==> config.mk <==
export PLATFORM = sky130hd
export DESIGN_NAME = fsm_job_arbiter
export DESIGN_NICKNAME = d
export VERILOG_FILES = /design/src/rtl/fsm_job_arbiter.sv
export SDC_FILE = /design/constraint.sdc
export NUM_CORES = 1
export LEC_CHECK = 0
export CORE_UTILIZATION = 50
export DETAILED_ROUTE_END_ITERATION = 12
export GPL_TIMING_DRIVEN = 1
export PLACE_DENSITY_LB_ADDON = 0.15
export SYNTH_ARGS = -nofsm -noshare
export SYNTH_HDL_FRONTEND = slang
export SYNTH_SLANG_ARGS = --single-unit
==> constraint.sdc <==
create_clock -name clk -period 2 [get_ports clk]
set_input_delay 0.3 -clock clk [delete_from_list [all_inputs] [get_ports clk]]
set_output_delay 0.3 -clock clk [all_outputs]
set_load 0.01 [all_outputs]
==> src/rtl/fsm_job_arbiter.sv <==
// Round-robin scheduler that shares one worker FSM among N_REQ requesters,
// supervising each attempt with a watchdog and retrying failed jobs.
module fsm_job_arbiter #(
    parameter int N_REQ     = 4,
    parameter int TIMEOUT_W = 8,
    parameter int TIMEOUT   = 200,
    parameter int MAX_RETRY = 2
) (
    input  logic             clk,
    input  logic             rst_n,
    // Requester handshake: i_req[n] is a level held until o_ack[n] or o_nak[n]
    // pulses for one cycle; that pulse ends the job, after which i_req[n] may
    // drop or stay high to queue another job. Requests are sampled in IDLE only.
    input  logic [N_REQ-1:0] i_req,
    output logic [N_REQ-1:0] o_gnt,
    output logic [N_REQ-1:0] o_ack,
    output logic [N_REQ-1:0] o_nak,
    output logic             o_wk_start,
    output logic             o_wk_abort,
    input  logic             i_wk_busy,
    input  logic             i_wk_error,
    output logic             o_timeout_evt,
    output logic             o_active,
    output logic [2:0]       o_dbg_state,
    output logic [2:0]       o_dbg_retry
);

    localparam int IW = $clog2(N_REQ);
    localparam int SW = IW + 1;

    typedef enum logic [2:0] {
        S_IDLE   = 3'd0,
        S_LAUNCH = 3'd1,
        S_RUN    = 3'd2,
        S_DONE   = 3'd3,
        S_ABORT  = 3'd4,
        S_FAIL   = 3'd5
    } state_t;

    state_t               r_state;
    state_t               w_next;
    logic [IW-1:0]        r_gidx;
    logic [IW-1:0]        w_gidx_nxt;
    logic [IW-1:0]        r_rr_ptr;
    logic [IW-1:0]        w_rr_nxt;
    logic [TIMEOUT_W-1:0] r_timer;
    logic [TIMEOUT_W-1:0] w_timer_nxt;
    logic [2:0]           r_retry;
    logic [2:0]           w_retry_nxt;
    logic [N_REQ-1:0]     r_nak;
    logic [N_REQ-1:0]     w_nak_nxt;
    logic                 r_tevt;
    logic                 w_tevt_nxt;

    logic [IW-1:0]        w_pick;
    logic                 w_pick_vld;
    logic [SW-1:0]        w_cand;
    logic                 w_timer_last;

    function automatic logic [IW-1:0] f_next_idx(input logic [IW-1:0] idx);
        if (idx == IW'(N_REQ - 1)) return '0;
        return idx + 1'b1;
    endfunction

    // First set request at or above the round-robin pointer, wrapping once.
    always_comb begin
        w_pick     = '0;
        w_pick_vld = 1'b0;
        w_cand     = '0;
        for (int i = 0; i < N_REQ; i++) begin
            w_cand = {1'b0, r_rr_ptr} + SW'(i);
            if (w_cand >= SW'(N_REQ)) w_cand = w_cand - SW'(N_REQ);
            if (!w_pick_vld && i_req[w_cand[IW-1:0]]) begin
                w_pick     = w_cand[IW-1:0];
                w_pick_vld = 1'b1;
            end
        end
    end

    assign w_timer_last = (r_timer == TIMEOUT_W'(TIMEOUT - 1));

    always_comb begin
        w_next      = r_state;
        w_gidx_nxt  = r_gidx;
        w_rr_nxt    = r_rr_ptr;
        w_timer_nxt = r_timer;
        w_retry_nxt = r_retry;
        w_nak_nxt   = '0;
        w_tevt_nxt  = 1'b0;
        case (r_state)
            S_IDLE: begin
                if (w_pick_vld && !i_wk_error) begin
                    w_gidx_nxt  = w_pick;
                    w_retry_nxt = '0;
                    w_timer_nxt = '0;
                    w_next      = S_LAUNCH;
                end
            end
            S_LAUNCH: begin
                w_timer_nxt = r_timer + 1'b1;
                if (i_wk_error)        w_next = S_FAIL;
                else if (i_wk_busy)    w_next = S_RUN;
                else if (w_timer_last) w_next = S_ABORT;
            end
            S_RUN: begin
                w_timer_nxt = r_timer + 1'b1;
                if (i_wk_error)        w_next = S_FAIL;
                else if (!i_wk_busy)   w_next = S_DONE;
                else if (w_timer_last) w_next = S_ABORT;
            end
            S_DONE: begin
                w_rr_nxt = f_next_idx(r_gidx);
                w_next   = S_IDLE;
            end
            S_ABORT: begin
                if (i_wk_error) w_next = S_FAIL;
            end
            S_FAIL: begin
                // Relaunch only once the worker has dropped its error and is idle again.
                if (!i_wk_error) begin
                    if (r_retry < 3'(MAX_RETRY)) begin
                        w_retry_nxt = r_retry + 1'b1;
                        w_timer_nxt = '0;
                        w_next      = S_LAUNCH;
                    end else begin
                        w_nak_nxt[r_gidx] = 1'b1;
                        w_rr_nxt          = f_next_idx(r_gidx);
                        w_next            = S_IDLE;
                    end
                end
            end
            default: w_next = S_IDLE;
        endcase
        w_tevt_nxt = (w_next == S_ABORT) && (r_state != S_ABORT);
    end

    always_ff @(posedge clk or negedge rst_n) begin
        if (!rst_n) begin
            r_state  <= S_IDLE;
            r_gidx   <= '0;
            r_rr_ptr <= '0;
            r_timer  <= '0;
            r_retry  <= '0;
            r_nak    <= '0;
            r_tevt   <= 1'b0;
        end else begin
            r_state  <= w_next;
            r_gidx   <= w_gidx_nxt;
            r_rr_ptr <= w_rr_nxt;
            r_timer  <= w_timer_nxt;
            r_retry  <= w_retry_nxt;
            r_nak    <= w_nak_nxt;
            r_tevt   <= w_tevt_nxt;
        end
    end

    always_comb begin
        o_gnt = '0;
        o_ack = '0;
        if (r_state != S_IDLE) o_gnt[r_gidx] = 1'b1;
        if (r_state == S_DONE) o_ack[r_gidx] = 1'b1;
    end

    assign o_nak         = r_nak;
    assign o_wk_start    = (r_state == S_LAUNCH) || (r_state == S_RUN);
    assign o_wk_abort    = (r_state == S_ABORT);
    assign o_timeout_evt = r_tevt;
    assign o_active      = (r_state != S_IDLE);
    assign o_dbg_state   = r_state;
    assign o_dbg_retry   = r_retry;

    a_ack_nak_excl: assert property (@(posedge clk) disable iff (!rst_n)
        !((|o_ack) && (|o_nak)));
    a_gnt_onehot0: assert property (@(posedge clk) disable iff (!rst_n)
        $onehot0(o_gnt));

endmodule

## After elaboration in Yosys (flattened, before gate mapping)

Cells that the tools add are included.

| operators by class | value |
|---|---|
| multiplexer cells | 56 |
| eq/ne operators | 13 |
| reductions and logical operators | 21 |
| add/subtract/negate cells | 10 |
| $lt $le $gt $ge | 11 |

Operators by type and width:

| cell | count |
|---|---|
| 2-to-1 mux 3 bit | 11 |
| 2-to-1 mux 2 bit | 13 |
| 2-to-1 mux 8 bit | 3 |
| case mux 8 bit (3 select lines) | 1 |
| 2-to-1 mux 4 bit | 5 |
| < comparator 2 x 3 -> 1 bit (second input constant) | 5 |
| 2-to-1 mux 1 bit | 15 |
| case mux 3 bit (5 select lines) | 1 |
| == test 3 bit (second input constant) | 3 |
| greater-or-equal comparator 3 bit (second input constant) | 3 |
| adder 8 x 1 -> 8 bit (second input constant) | 1 |
| binary-select mux 1 bit (select 2 bit) | 4 |
| == test 8 bit (second input constant) | 1 |
| inequality test 2 bit (second input constant) | 4 |
| AND reduction 4 bit | 2 |
| subtractor 2 x 1 -> 2 bit (second input constant) | 4 |
| adder 2 x 2 -> 3 bit (second input constant) | 2 |
| == test 3 x 2 -> 1 bit (second input constant) | 2 |
| logical AND 1 bit | 6 |
| case mux 3 bit (2 select lines) | 1 |
| nonzero test 3 bit | 2 |
| zero test 1 bit | 4 |
| case mux 2 bit (2 select lines) | 1 |
| nonzero test 2 bit | 2 |
| other kinds (15) | 15 |

| word-level totals | value |
|---|---|
| input bits | 8 |
| register bits | 23 |
| logic and storage cells | 118 |
| output and inout bits | 22 |

## Longest topological paths before layout

| depth | value |
|---|---|
| depth after elaboration | 19 |
| gate-level depth with buffers | 5 |
| depth with buffers taken out | 5 |

## Worst setup path before layout

Ideal clock, no wire load.

| timing path | value |
|---|---|
| kind | reg-to-reg |
| start | reg r_retry[2] (netlist: o_dbg_retry[2]) |
| end | reg r_timer[5] |
| setup time | 0.078 ns |
| slack | 0.390 ns |
| stages on the path, launching flop included | 5 |
| arrival time | 1.533 ns |
| buffers on the path | 0 |
| required time | 1.922 ns |
| cell sequence | dfrtp_1 nor4b_4 o2111ai_2 or4_1 a21oi_1 |

| between the ends | value |
|---|---|
| longest elaborated chain between the ends | 3 |

RTL lines:

| what | line | RTL |
|---|---|---|
| from (decl) | 48 | `logic [2:0] r_retry;` |
| from (signal assigned) | 151 | `r_retry <= w_retry_nxt;` |
| < comparator 3 x 2 -> 1 bit | 121 | `if (r_retry < 3'(MAX_RETRY)) begin` |
| inequality test 2 bit (no source line) | -- |  |
| AND reduction 4 bit (no source line) | -- |  |
| to (signal assigned) | 150 | `r_timer <= w_timer_nxt;` |
| to (decl) | 46 | `logic [TIMEOUT_W-1:0] r_timer;` |

Every way passes these cells.
A chain may end at the register's enable or synchronous reset.

## Worst setup path in the final report

| timing path | value |
|---|---|
| start | reg r_state[1] (netlist: o_dbg_state[1]) |
| end | out o_gnt[2] |

| between the ends | value |
|---|---|
| longest elaborated chain between the ends | 2 |

RTL lines:

| what | line | RTL |
|---|---|---|
| from (decl) | 40 | `state_t r_state;` |
| from (signal assigned) | 147 | `r_state <= w_next;` |
| nonzero test 3 bit | 160 | `if (r_state != S_IDLE) o_gnt[r_gidx] = 1'b1;` |
| 2-to-1 mux 4 bit | 160 |  |
| to (decl) | 15 | `output logic [N_REQ-1:0] o_gnt,` |

Every way passes these cells.

==> flow_summary.ini <==
[critical_path]
r2r_slack_ns = 0.06
path_class = register to primary output
reg2reg_depth = 6
reg2reg_from = o_dbg_state[0]
end_kind = primary output
start_kind = register
worst-path-max-fanout = 7
worstPathRequired_ns = 1.70
reg2reg_to = r_timer[7]
arrival_ns = 1.69

[timing]
fmax_mhz = 503
final_hold_viol_count = 0
setup_violations = 0
drv_slew = 0
finClkSkew_ns = 0.00810
grt_setup_unrepaired = true
relSlewSlack = 0.736
period_share = 0.994
worstMarginPinSlew_ns = 0.393
period_needed_ns = 1.99

[power]
power_density_nw_per_um2 = 1240
sequentialPowerShare = 0.312
p_leak_nw = 0.938
swShare = 0.430
ir_drop_v = 0.000857
power_frac_comb = 0.600
clkPwrFrac = 0.088
internal-power_w = 0.00140
power_switching_w = 0.00106

[floorplanning]
rows = 18
dieArea_sq_um = 3030
dieHeight_um = 55.1
ios = 30
start_util = 0.548
die_w_um = 55.1
core_area_sq_um = 2570

[cells_and_area]
finalInstanceArea_sq_um = 1970
finalCoreUtilization = 0.768
syn2layout_area_growth_pct = 40.1
nets = 224
drive_above_1_share = 0.215
antenna_cells = 0

[clocking]
cts_tree = yes
hold_buffers = 0
numCtsBuffers = 3
clockRootBuffer = clkbuf_4
cts.sinks = 23
htreeDepth = 1
clock_path_buffers = 2
insertion_delay_ns = 0.31
clk_pin_slew_worst_paths_ns = 0.13

[route]
routedWlPerCell_um = 15.3
ant_nets = 0
drt_iter0_markers = 63
drt-pass1-iter-count = 4
avgViaCountPerCell = 5.88
drc_errors = 0
wl_mm = 3.65
vias = 1406

[global_route]
grt_start_max_net_pins = 24
overflow = 0
grt_pass1_vias = 1160
grt_use_total = 0.255
grt_pass1_wl_mm = 5.47
grt_antenna_before_repair = 0

[placed_design]
dpl.hpwl_mm = 2.65
dpl-instance-area_sq_um = 1830
gp_congestion = 0.775
portBuffers = 29

[run_status]
status = finished clean

[min_path]
hold_path_class = primary input to async pin

[run]
drv_cap = 0

[yosys]
syn_avg_cell_area_sq_um = 9.02
netlist_area_sq_um = 1410
syn_inst = 156
ys_ff_latch = 23
syn_nets = 170
seq_area_frac_synth = 0.409
yosysWarnings = 0
netlist-cell-type-count = 37
cell type report:
cell class              instances  area (sq um)
inverters                       6          22.5
fillers                       186           596
well taps                      30          37.5
repair buffers                 54           482
multi-input cells             122           825
flip-flops and latches         23           579
clock buffers                   4          26.3
kinds of logic (layout without fill, tap and decap cells):
kind of cell / Yosys count / count (layout) / share of synthesized area
AOI/OAI and AO/OA: 40 / 40 / 0.184
xor gates and xnor gates: 1 / 1 / 0.00622
buffers and inverters: 11 / 64 / 0.0320
DFF: 23 / 23 / 0.409
muxes: 6 / 6 / 0.0444
adders and majority gates: 6 / 6 / 0.0533
and+or+nand+nor: 69 / 69 / 0.271
state kept, by name, summed over array words and instances (netlist names):
| signal | cells |
|---|---|
| r_timer | 8 |
| o_nak | 4 |
| o_dbg_retry | 3 |
| o_dbg_state | 3 |
| r_gidx | 2 |
| r_rr_ptr | 2 |
| o_timeout_evt | 1 |
cell usage after synthesis:
library cell	number	share of area
o2111ai_2	1	0.011
nand2_1	13	0.035
o22ai_1	1	0.0044
a2bb2oi_1	1	0.0062
or2_2	1	0.0044
mux2i_1	4	0.028
dfrtp_1	23	0.41
nor4_1	3	0.013
and2_1	14	0.062
inv_1	6	0.016
a21o_1	1	0.0053
o211ai_1	1	0.0053
o31ai_1	8	0.043
nor3b_1	1	0.0053
nor3_1	3	0.011
a31oi_1	3	0.013
o221ai_1	1	0.0062
a21oi_1	8	0.028
o21a_1	2	0.011
o21ai_0	11	0.039
nor2b_1	3	0.013
nand3b_1	1	0.0053
mux2_2	2	0.016
ha_1	6	0.053
nand3_1	2	0.0071
or2_1	2	0.0089
or4_1	3	0.016
buf_2	3	0.011
nor2_1	14	0.037
nor4b_4	1	0.017
or3_1	3	0.013
nand4_1	3	0.013
nand2b_1	2	0.0089
clkbuf_1	2	0.0053
o311ai_0	1	0.0062
a211oi_1	1	0.0053
xnor2_1	1	0.0062
power by group through the flow:
stage	clock, W	combinational (W)	sequential [W]
after floorplan	0	0.000734	0.000747
after global placement	0	0.00125	0.000766
after detailed placement	0	0.00130	0.000781
after CTS	0.000216	0.00136	0.000760
after global routing	0.000242	0.00161	0.000783
final	0.000215	0.00147	0.000767
repair_timing:
| action | CTS | global route |
|---|---|---|
| cloned | 0 | 0 |
| gates resized for setup | 12 | 11 |
| pin swaps | 0 | 1 |
| endpoints found under the hold margin | 0 | 0 |
| setup buffers | 5 | 5 |
| setup endpoints to repair | 11 | 7 |
routing by layer:
metal / vias to the layer above / track usage / wire length (um)
li1: 668 / - / -
met4: 0 / 0.0500 / 42
met3: 6 / 0.0328 / 217
met2: 61 / 0.412 / 1800
met1: 671 / 0.363 / 1590
met5: - / 0 / 0
cell usage in the layout, fill, tap and decap left out, types with 4 or more instances in the layout:
cell / instances
a21oi_1: 6
and2_1: 14
buf_4: 25
clkdlybuf4s50_1: 20
dfrtp_1: 20
dlygate4sd2_1: 5
dlymetal6s2s_1: 4
ha_1: 5
inv_1: 4
mux2i_1: 4
nand2_1: 12
nor2_1: 12
o21ai_0: 11
o31ai_1: 8
how the worst max path moves through the flow:
stage	startpoint	end	depth (start not counted)
floorplan	o_dbg_retry[2]	r_timer[5]	4
global placement	i_req[3]	r_timer[5]	6
detailed placement	i_req[3]	r_timer[7]	6
CTS	o_dbg_state[1]	o_ack[1]	4
global route	r_gidx[0]	o_gnt[2]	4
finish	o_dbg_state[1]	o_gnt[2]	4
metrics by stage:
stage	instances	hold WS, ns	setup TNS, ns	worst slack (ns)	total power [W]
after floorplan	156	0.00441	0	0.390	0.00148
after global placement	225	0.503	0	0.0161	0.00202
after detailed placement	225	0.521	-0.146	-0.0807	0.00208
after CTS	234	0.343	-0.00545	-0.00545	0.00233
after global routing	239	0.364	-0.106	-0.0939	0.00264
final	239	0.330	0	0.0112	0.00245
worst max-delay path, stage by stage, from the launching register on:
cell	delay, ns
dfrtp_2	0.48
nor2_4	0.15
nand2_2	0.11
and2_1	0.17
clkdlybuf4s50_1	0.47
Note: power is estimated with default switching activity, not from simulation.
